### src/rtl/local_pattern_predictor.sv
// Pattern history table: 2^HIST_W two-bit saturating counters indexed by local history.
// Latency: prediction registered one cycle after pred_req; training takes effect at the update edge.
// Backpressure: none, one prediction and one update accepted every cycle.
module local_pattern_predictor #(
    parameter int          HIST_W   = 4,
    parameter logic [1:0]  CNT_INIT = 2'b01,
    parameter int          MISS_W   = 16
) (
    input  logic              clk,
    input  logic              rst,
    input  logic              pred_req,
    input  logic [HIST_W-1:0] his_in,
    output logic              pred_valid,
    output logic              pred_taken,
    input  logic              upd_valid,
    input  logic [HIST_W-1:0] upd_his,
    input  logic              upd_pred_taken,
    input  logic              real_br_taken,
    output logic [MISS_W-1:0] mispred_cnt
);

    localparam int ENTRIES = 1 << HIST_W;

    logic [1:0]        pht_q [ENTRIES];
    logic [1:0]        upd_cur;
    logic [1:0]        upd_cnt_d;
    logic [1:0]        eff_cnt;
    logic              pred_valid_q;
    logic              pred_taken_q;
    logic              pred_valid_d;
    logic              pred_taken_d;
    logic [MISS_W-1:0] miss_q;
    logic [MISS_W-1:0] miss_d;

    // Trained counter value for the resolving branch, saturating at 0 and 3.
    always_comb begin
        upd_cur   = pht_q[upd_his];
        upd_cnt_d = upd_cur;
        if (real_br_taken) begin
            if (upd_cur != 2'b11) begin
                upd_cnt_d = upd_cur + 2'b01;
            end
        end else begin
            if (upd_cur != 2'b00) begin
                upd_cnt_d = upd_cur - 2'b01;
            end
        end
    end

    // Prediction uses the post-update counter when training hits the same entry this cycle.
    always_comb begin
        eff_cnt      = pht_q[his_in];
        if (upd_valid && (upd_his == his_in)) begin
            eff_cnt = upd_cnt_d;
        end
        pred_valid_d = pred_req;
        pred_taken_d = pred_taken_q;
        if (pred_req) begin
            pred_taken_d = eff_cnt[1];
        end
    end

    // Misprediction count saturates at all-ones; independent of the table contents.
    always_comb begin
        miss_d = miss_q;
        if (upd_valid && (upd_pred_taken != real_br_taken) && (miss_q != {MISS_W{1'b1}})) begin
            miss_d = miss_q + {{(MISS_W-1){1'b0}}, 1'b1};
        end
    end

    // Counter table: reset to CNT_INIT, otherwise write the trained entry.
    always_ff @(posedge clk) begin
        if (rst) begin
            for (int i = 0; i < ENTRIES; i++) begin
                pht_q[i] <= CNT_INIT;
            end
        end else if (upd_valid) begin
            pht_q[upd_his] <= upd_cnt_d;
        end
    end

    // Registered prediction outputs and misprediction counter.
    always_ff @(posedge clk) begin
        if (rst) begin
            pred_valid_q <= 1'b0;
            pred_taken_q <= 1'b0;
            miss_q       <= '0;
        end else begin
            pred_valid_q <= pred_valid_d;
            pred_taken_q <= pred_taken_d;
            miss_q       <= miss_d;
        end
    end

    assign pred_valid  = pred_valid_q;
    assign pred_taken  = pred_taken_q;
    assign mispred_cnt = miss_q;

endmodule
### config.mk
export PLATFORM = sky130hd
export DESIGN_NAME = local_pattern_predictor
export DESIGN_NICKNAME = d
export VERILOG_FILES = /design/src/rtl/local_pattern_predictor.sv
export SDC_FILE = /design/constraint.sdc
export NUM_CORES = 1
export LEC_CHECK = 0
export BUFFER_PORTS_ARGS = -buffer_cell sky130_fd_sc_hd__buf_2
export CAP_MARGIN = 20
export CORE_ASPECT_RATIO = 0.7
export CORE_UTILIZATION = 58
export CTS_CLUSTER_DIAMETER = 200
export CTS_CLUSTER_SIZE = 28
export DETAILED_ROUTE_END_ITERATION = 10
export GPL_TIMING_DRIVEN = 0
export PLACE_DENSITY = 0.81
export REMOVE_ABC_BUFFERS = 1
export SKIP_CTS_REPAIR_TIMING = 1
export SLEW_MARGIN = 20
export SYNTH_ARGS = -nofsm -noshare
export SYNTH_HDL_FRONTEND = slang
export SYNTH_SLANG_ARGS = --single-unit
### constraint.sdc
create_clock -name clk -period 2.3 [get_ports clk]
set_input_delay 0.115 -clock clk [delete_from_list [all_inputs] [get_ports clk]]
set_output_delay 0.115 -clock clk [all_outputs]
set_load 0.02 [all_outputs]
==> impl_results.md <==
- Horizontal die dimension: 83.6 um
- Switching part of the total power: 0.232
- Standby leakage power: 1.06 nW
- Leading post-synthesis cells by instance count: 32 x edfxtp_1, 31 x nor2_1, 28 x nand2_1
- Synth Area per Inst: 10.6 um^2
- Total power divided by cell area: 629 nW/um^2
- Total congestion overflow: 0
- Number of flops mapped to enable cells by yosys: 32
- Layout overhead on the synthesized area: 9.53%
- ANT nets after route: 0
- Uppermost metal layer occupied by signal nets: met4
- Crit path setup slack, layout: 0.262 ns
- Final RePlAce weighted congestion: 0.830
- Detailed Place HPWL: 3.87 mm
- Ratio of cells with drive above 1 in the final layout: 0.235
- Gate count of the mapped netlist: 254
- Sequential-to-total area share from yosys stat: 0.488
- Yosys synthesis warning count: 0
- Worst-Skew Late Latency: 0.30 ns
- Met1 layer wirelength in the final routing: 2.44 mm
- Max-cap violations: 0
- Met2 WL: 2.60 mm
- Total routing usage reported by global routing: 0.240
- CTS Root Cell: clkbuf_8
- Main synth FF type: edfxtp_1
- Post-synthesis share of cell area spent on xor and xnor gates: 0.0550
- Number of instances in the placed design: 324
- Data arrival time of the critical path: 2.24 ns
- Met3 wirelength from detailed routing: 430 um
- Area of the mapped netlist: 2710 um^2
- Pin slew with the least headroom to its limit: 1.02 ns
- Launching element type of the critical path: flop
- Max FO, Critical Path: 17
- Ratio of final minimum period to clock period: 0.886
- Total chip power: 0.00186 W
- Synthesized-area fraction occupied by ao, oa, aoi and oai cells: 0.0379
- Data required time of the critical path: 2.51 ns
- CTS tree: built
- Count of clock tree sinks: 50
- Net load switching power: 0.000433 W
- Average routed wire per standard cell: 16.7 um
- Post-synthesis simple-gate area fraction: 0.253
- Total die area: 4950 um^2
- Die H: 59.1 um
- Relative max-transition margin: 0.318
- Routed vias: 2005
- Worst IR Drop VDD: 0.500 mV
- Maximum clock skew at final layout: 0.00670 ns
- Multiplexer fraction of the synthesized cell area: 0.107
- Post-synth top area cell: edfxtp_1
- DRC Markers: 0
- Comb pwr share: 0.115
- Sum of negative setup slack: 0 ns
- Dominant combinational cell family by area after synthesis: simple AND/OR/NAND/NOR gates
- Dpl ws: 0.0672 ns
- Number of antenna violations at the first check in global routing: 0
- Total wire length: 5.54 mm
- Number of endpoints failing setup at the final stage: 0
- Number of I/O port buffers: 31
- Largest net degree at the start of global routing: 37
- Effective utilization at floorplan: 0.614
- Path category of the worst min-delay check: in -> reg
- Detailed-route vias per instance: 6.04
- Most area-consuming cells after synthesis: edfxtp_1 36%, dfxtp_1 13%, mux4_2 10%
- Type of the worst setup path: reg -> reg
- Final Max Slew Viols: 0
- Count of unique library cells instantiated by Yosys: 37
- TritonCTS buffer count: 5
- Post-synth top area share: 0.355
- Detailed Routing Iterations Pass 1: 4
- Internal Power: 0.00143 W
- Antenna fix cells: 0
- First-pass GRT wire length: 8.98 mm
- RSZ-0062 raised after global routing: false
- Result of the run: finished clean
- Fraction of synthesis flops using an asynchronous set or reset pin: 0
- Type of element capturing the critical path: flop
- Synth Area in Adders: 0.0148
- Via count of the first global-routing pass: 1850
- Clock transition at the registers of the reported paths: 0.09 ns
- CTS Buffer Depth: 2
- Area inside the core boundary: 4400 um^2
- CTS H-Tree Depth: 2
- Final period demand of the worst path: 2.04 ns
- Count of nets after finishing: 291
- Register-to-register setup slack: 0.26 ns
- Flops & latches, synth: 50
- Highest clock rate: 491 MHz
- Library cell with the highest instance count after synthesis: edfxtp_1
- Clock network power share: 0.357
- Final hold violation count: 0
- Site Rows: 20
- Iteration-0 DRC count of the detailed router: 130
- Non-filler instance count after layout: 332
- Hold slack: 0.0729 ns
- Ports placed on the boundary: 32
- Sequential share of power: 0.529
[metal layers]
metal | vias up | track usage
met5 | - | 0
met1 | 978 | 0.348
met2 | 72 | 0.362
li1 | 946 | -
met3 | 9 | 0.0515
met4 | 0 | 0.0847
[worst max-delay path, stage by stage, from the launching register on]
cell	delay, ns
edfxtp_1	0.42
mux4_2	0.51
a22oi_2	0.19
and3_4	0.21
maj3_4	0.32
and4_1	0.23
o21ai_1	0.05
[worst paths after layout]
kind                        startpoint                      end  cells past startpoint
max          pht_q[3][1]$_SDFFCE_PN0P_  pred_taken$_SDFFE_PP0P_                      6
min                           pred_req  pred_taken$_SDFFE_PP0P_                      4
max reg2reg  pht_q[3][1]$_SDFFCE_PN0P_  pred_taken$_SDFFE_PP0P_                      6
min reg2reg    pred_taken$_SDFFE_PP0P_  pred_taken$_SDFFE_PP0P_                      2
[registers in the layout (all words and copies together), names as in the netlist]
name         count
pred_valid       1
mispred_cnt     16
pht_q           32
pred_taken       1
[cell families after synthesis]
| family | Yosys count |
|---|---|
| and+or+nand+nor | 135 |
| DFF | 50 |
| buffers and inverters | 20 |
| xor gates and xnor gates | 17 |
| AOI/OAI and AO/OA | 15 |
| muxes | 14 |
| adders and majority gates | 3 |
[placed cells by master, fill, tap and decap left out, drive strengths merged]
cell type | synthesis | final
mux4 | 12 | 12
xor2 | 11 | 11
clkbuf | 7 | 8
a22oi | 1 | 1
a21oi | 4 | 4
nand2b | 14 | 14
or3 | 3 | 3
edfxtp | 32 | 32
nand3 | 18 | 18
nand2 | 28 | 28
a31oi | 1 | 1
dfxtp | 18 | 18
inv | 4 | 4
and4 | 3 | 3
o21ai | 5 | 5
and2 | 1 | 1
a31o | 2 | 2
and3 | 5 | 5
nor3b | 2 | 2
ha | 1 | 1
nor2b | 7 | 7
o211ai | 2 | 2
xnor2 | 6 | 6
buf | 9 | 31
mux2i | 2 | 2
nor3 | 7 | 7
nor2 | 32 | 32
or2 | 5 | 5
nand4 | 9 | 9
maj3 | 2 | 2
and3b | 1 | 1
[per-stage QoR]
stage,instance area [um^2],utilization
floorplan,2600,-
finish,2960,0.673
global route,2960,0.673
global placement,2830,0.641
detailed placement,2830,0.641
CTS,2960,0.672
[cell type report]
class	instances	area (um^2)
Fill cell	346	1440
Sequential cell	50	1320
Multi-Input combinational cell	184	1270
Timing Repair Buffer	31	155
Clock buffer	8	133
Tap cell	55	68.8
Inverter	4	15.0
[power by group through the flow]
stage / Combinational [W] / Sequential, W / Clock (W)
finish: 0.000214 / 0.000986 / 0.000665
CTS: 0.000210 / 0.000986 / 0.000672
global placement: 0.000206 / 0.00100 / 0
detailed placement: 0.000210 / 0.00101 / 0
global route: 0.000231 / 0.000988 / 0.000705
floorplan: 0.000127 / 0.00101 / 0
No activity file was read; power rests on OpenSTA's default activity.
